File: src/rtl/riscv_pkg.sv
// Shared RV32 core definitions: pc_src encodings,
// fetch FSM states, instruction length and reset PC.
package riscv_pkg;

   localparam int          ILEN     = 32;
   localparam logic [31:0] RESET_PC = 32'h0000_0000;

   localparam logic [1:0] PC_SEQ    = 2'b00;
   localparam logic [1:0] PC_BRANCH = 2'b01;
   localparam logic [1:0] PC_JALR   = 2'b10;

   typedef enum logic [1:0] {
      S_REQ,
      S_WAIT,
      S_HOLD,
      S_FAULT
   } fetch_state_t;

endpackage

File: src/rtl/instr_fetch_pc_next.sv
// Next-PC mux/adder with misalignment flag.
// in: instr_pc, pc_src, extimm, alu_result; out: next_pc, misaligned
module pc_next
   import riscv_pkg::*;
#(
   parameter int Width = 32
) (
   input  logic [Width-1:0] instr_pc,
   input  logic [1:0]       pc_src,
   input  logic [Width-1:0] extimm,
   input  logic [Width-1:0] alu_result,
   output logic [Width-1:0] next_pc,
   output logic             misaligned
);

   always_comb begin
      next_pc = instr_pc + Width'(4);
      unique case (pc_src)
         PC_BRANCH: next_pc = instr_pc + extimm;
         PC_JALR:   next_pc = alu_result & ~Width'(1);
         default:   next_pc = instr_pc + Width'(4);
      endcase
   end

   // bit 0 can only be set by a malformed branch offset
   assign misaligned = next_pc[1] | next_pc[0];

endmodule

File: src/rtl/instr_fetch.sv
// Fetch stage: owns the PC, one outstanding imem read, holds word for decode.
// imem_* request/response, instr* to decode, pc_src/extimm/alu_result in, fault/retire out
module instr_fetch
   import riscv_pkg::*;
#(
   parameter int               Width   = 32,
   parameter logic [Width-1:0] ResetPc = Width'(RESET_PC)
) (
   input  logic             clk,
   input  logic             rst_n,
   output logic             imem_req,
   output logic [Width-1:0] imem_addr,
   input  logic             imem_ready,
   input  logic             imem_rvalid,
   input  logic [ILEN-1:0]  imem_rdata,
   output logic [ILEN-1:0]  instr,
   output logic [Width-1:0] instr_pc,
   output logic             instr_valid,
   input  logic             instr_ready,
   input  logic [1:0]       pc_src,
   input  logic [Width-1:0] extimm,
   input  logic [Width-1:0] alu_result,
   output logic             fetch_fault,
   output logic [Width-1:0] fault_pc,
   output logic [31:0]      retire_count
);

   fetch_state_t     state_q, state_d;
   logic [Width-1:0] pc_q, pc_d;
   logic [ILEN-1:0]  instr_q, instr_d;
   logic [Width-1:0] instr_pc_q, instr_pc_d;
   logic             fault_q, fault_d;
   logic [Width-1:0] fault_pc_q, fault_pc_d;
   logic [31:0]      retire_q, retire_d;

   logic [Width-1:0] next_pc;
   logic             misaligned;

   pc_next #(
      .Width (Width)
   ) u_pc_next (
      .instr_pc   (instr_pc_q),
      .pc_src     (pc_src),
      .extimm     (extimm),
      .alu_result (alu_result),
      .next_pc    (next_pc),
      .misaligned (misaligned)
   );

   always_comb begin
      state_d    = state_q;
      pc_d       = pc_q;
      instr_d    = instr_q;
      instr_pc_d = instr_pc_q;
      fault_d    = fault_q;
      fault_pc_d = fault_pc_q;
      retire_d   = retire_q;
      unique case (state_q)
         S_REQ: begin
            if (imem_ready) state_d = S_WAIT;
         end
         S_WAIT: begin
            if (imem_rvalid) begin
               instr_d    = imem_rdata;
               instr_pc_d = pc_q;
               state_d    = S_HOLD;
            end
         end
         S_HOLD: begin
            if (instr_ready) begin
               retire_d = retire_q + 32'd1;
               if (misaligned) begin
                  fault_d    = 1'b1;
                  fault_pc_d = next_pc;
                  state_d    = S_FAULT;
               end else begin
                  pc_d    = next_pc;
                  state_d = S_REQ;
               end
            end
         end
         S_FAULT: begin
            state_d = S_FAULT;
         end
         default: state_d = S_REQ;
      endcase
   end

   always_ff @(posedge clk or negedge rst_n) begin
      if (!rst_n) begin
         state_q    <= S_REQ;
         pc_q       <= ResetPc;
         instr_q    <= '0;
         instr_pc_q <= '0;
         fault_q    <= 1'b0;
         fault_pc_q <= '0;
         retire_q   <= '0;
      end else begin
         state_q    <= state_d;
         pc_q       <= pc_d;
         instr_q    <= instr_d;
         instr_pc_q <= instr_pc_d;
         fault_q    <= fault_d;
         fault_pc_q <= fault_pc_d;
         retire_q   <= retire_d;
      end
   end

   assign imem_req     = (state_q == S_REQ);
   assign imem_addr    = pc_q;
   assign instr_valid  = (state_q == S_HOLD);
   assign instr        = instr_q;
   assign instr_pc     = instr_pc_q;
   assign fetch_fault  = fault_q;
   assign fault_pc     = fault_pc_q;
   assign retire_count = retire_q;

endmodule

File: config.mk
export PLATFORM = sky130hd
export DESIGN_NAME = instr_fetch
export DESIGN_NICKNAME = d
export VERILOG_FILES = /design/src/rtl/riscv_pkg.sv /design/src/rtl/instr_fetch_pc_next.sv /design/src/rtl/instr_fetch.sv
export SDC_FILE = /design/constraint.sdc
export NUM_CORES = 1
export LEC_CHECK = 0
export CORE_UTILIZATION = 40
export DETAILED_ROUTE_END_ITERATION = 16
export DONT_BUFFER_PORTS = 1
export GPL_TIMING_DRIVEN = 0
export PLACE_DENSITY_LB_ADDON = 0.08
export SYNTH_ARGS = -nofsm -noshare
export SYNTH_HDL_FRONTEND = slang
export SYNTH_SLANG_ARGS = --single-unit
File: constraint.sdc
create_clock -name clk -period 5 [get_ports clk]
set_input_delay 0.5 -clock clk [delete_from_list [all_inputs] [get_ports clk]]
set_output_delay 0.5 -clock clk [all_outputs]
set_load 0.1 [all_outputs]
==> results.json <==
{
  "critPathLaunch": "instr_pc[0]$_DFFE_PN0P_",
  "drt-vias-per-instance": 5.748,
  "drtIter0Drc": 504,
  "grt-ovfl-total": 0,
  "grt-busiest-layer": "met2",
  "start_util": 0.4101,
  "cap_violations": 0,
  "slowest_stage": "dfrtp_1",
  "port_buffers": 0,
  "coreArea_um2": 21890,
  "io_pins": 266,
  "cts_tree": "yes",
  "endpoint_kind": "flop",
  "wl_per_cell_um": 22.18,
  "critPathBufInv": 1,
  "outcome": "complete, no violations",
  "clk_pin_slew_ns": 0.08,
  "max_stage_delay_ns": 1.03,
  "clock_sinks": 163,
  "seq_area_frac_synth": 0.4544,
  "rr_startpoint": "instr_pc[0]$_DFFE_PN0P_",
  "grt_pass1_vias": 7045,
  "critical_path.cell_chain": "ha_1 > inv_1 > fa_1 > nand2b_1 > a21o_1 > a211oi_1 > o21ai_0 > o211ai_1 > a211o_1 > a21oi_1 > a311oi_1 > o31ai_1",
  "synth.distinct_cells": 62,
  "worst_pin_slew_ns": 1.129,
  "hold_viol": 0,
  "grtUsageMet3": 0.06560,
  "rsz0062_at_grt": "no",
  "clk-insertion-delay-late_ns": 0.44,
  "crit_family": "compound AO/OA/AOI/OAI gates",
  "die_w_um": 151.8,
  "cts_buffer_depth": 2,
  "antenna_found_initial": 0,
  "synthFlopType": "dfrtp_1",
  "synth_edf_count": 0,
  "ys_seq_elements": 163,
  "hpwl_um": 19920,
  "fmax_ghz": 0.2404,
  "post-route-period-util": 0.8319,
  "async_flop_share": 1.000,
  "fin_setup_tns_ns": 0,
  "grt_max_degree": 164,
  "cp_max_fo": 4,
  "cts_max_level": 4,
  "critical_path_class": "flop to flop",
  "syn_inst": 905,
  "chipHeight_um": 151.8,
  "yosys_warnings": 0,
  "r2r_slack_ns": 0.84,
  "grt_use_total": 0.2374,
  "cp-start-kind": "flop",
  "ant_nets": 0,
  "globalplace.congestion": 0.8831,
  "wirelength_um": 27020,
  "num_antenna_cells": 0,
  "syn_area_per_cell_um2": 9.920,
  "setup_viol": 0,
  "die_area_um2": 23050,
  "post_cts.repair.setup_buffers": 0,
  "num_rows": 54,
  "reg2reg_depth": 12,
  "hold_buffers": 1,
  "fin_crit_ns": 4.160,
  "cts_resized": 0,
  "syn_nets": 1044,
  "dr.pass1.iters": 5,
  "grt_pass1_wl_um": 42190,
  "hold_path.class": "input port to asynchronous set/reset pin",
  "drc_errors": 0,
  "synth_area_um2": 8977,
  "rr_endpoint": "fault_pc[28]$_DFFE_PN0P_",
  "layout-drive-gt1-share": 0.1205,
  "grt_util_met2": 0.3773,
  "crit_arrival_ns": 4.44,
  "finalClockSkew_ns": 0.01513,
  "nets": 1064,
  "root_buffer": "clkbuf_16",
  "dr_total_vias": 7001,
  "report.final.slew_viol_count": 0,
  "slew_headroom": 0.2474,
  "cts_buffers": 17,
  "met1_usage": 0.3193,
  "areaGrowthSynthToFinish_pct": 10.86,
  "critPathRequiredTime_ns": 5.29
}
layout by cell type (no fill, tap or decap), types with 18 or more instances in the layout:
cell type and n:
ha_1 35, a21oi_1 39, xor2_1 32, nand2_1 122
nor2_1 41, nand4_1 18, xnor2_1 50, nand3_1 27
mux2_2 69, clkbuf_1 43, dfrtp_1 163, o21ai_0 86
how the worst max path moves through the flow:
stage | slack [ns] | end | cells past startpoint
floorplan | 1.60 | imem_addr[26]$_DFFE_PN0P_ | 12
global placement | 0.91 | imem_addr[26]$_DFFE_PN0P_ | 12
detailed placement | 0.87 | fault_pc[28]$_DFFE_PN0P_ | 12
CTS | 0.86 | fault_pc[28]$_DFFE_PN0P_ | 12
global route | 0.71 | fault_pc[26]$_DFFE_PN0P_ | 12
finish | 0.84 | fault_pc[28]$_DFFE_PN0P_ | 12
per-layer routing:
metal	routed length, um	up-vias
li1	-	3277
met1	12160	3463
met2	12470	238
met3	2071	23
met4	317	0
met5	0	-
logic make-up after synthesis:
family          after synthesis  share of synthesized area
simple gates                268                     0.1408
compound gates              220                     0.1564
flops                       163                     0.4544
xor+xnor                     82                    0.08000
mux                          72                    0.08990
buf+inv                      64                    0.02759
fa+ha+maj                    36                    0.05101
final cells by class:
class,instances,area (um2)
buffer,47,183.9
clock buffer,18,439.2
clock inverter,14,155.1
fill,2164,11940
inverter,17,63.81
multi-input combinational,678,4653
sequential,163,4079
tap,280,350.3
timing repair buffer,1,27.53
metrics by stage:
step | utilization | setup WS, ns | instances | cell area (um2) | hold WS (ns)
after detailed placement | 0.4262 | 0.8733 | 1185 | 9330 | 0.2120
after CTS | 0.4546 | 0.8573 | 1218 | 9952 | 0.1380
after global routing | 0.4546 | 0.7067 | 1218 | 9952 | 0.09445
final | 0.4546 | 0.8404 | 1218 | 9952 | 0.02266
after global placement | 0.4261 | 0.9050 | 1185 | 9328 | 0.2092
after floorplan | - | 1.600 | 905 | 8977 | 0.2044
state kept, by name, indices dropped and copies added, names as in the netlist:
name          flops
fetch_fault       1
state_q           2
imem_addr        32
retire_count     32
instr_pc         32
fault_pc         32
instr            32
cells in the mapped netlist (6+ instances only):
library cell  count  area (um2)
and3_1           13       81.33
nand3_1          27       135.1
dfrtp_1         163        4079
nand2_1         122       457.9
mux2_2           69       777.0
and2_1            8       50.05
nand2b_1          6       37.54
o21a_1            7       52.55
o21ai_0          86       430.4
a221oi_1         10       87.58
nor3_1            8       40.04
nand4_1          18       112.6
xnor2_1          50       437.9
clkbuf_1         43       161.4
xor2_1           32       280.3
a21oi_1          39       195.2
and4_1            6       52.55
ha_1             35       437.9
a21o_1           16       120.1
inv_1            17       63.81
nor2_1           42       157.7
a221o_1          11       110.1
Power is not shown: default switching activity piles up to over one toggle a cycle in this logic, so the estimate is an artifact.
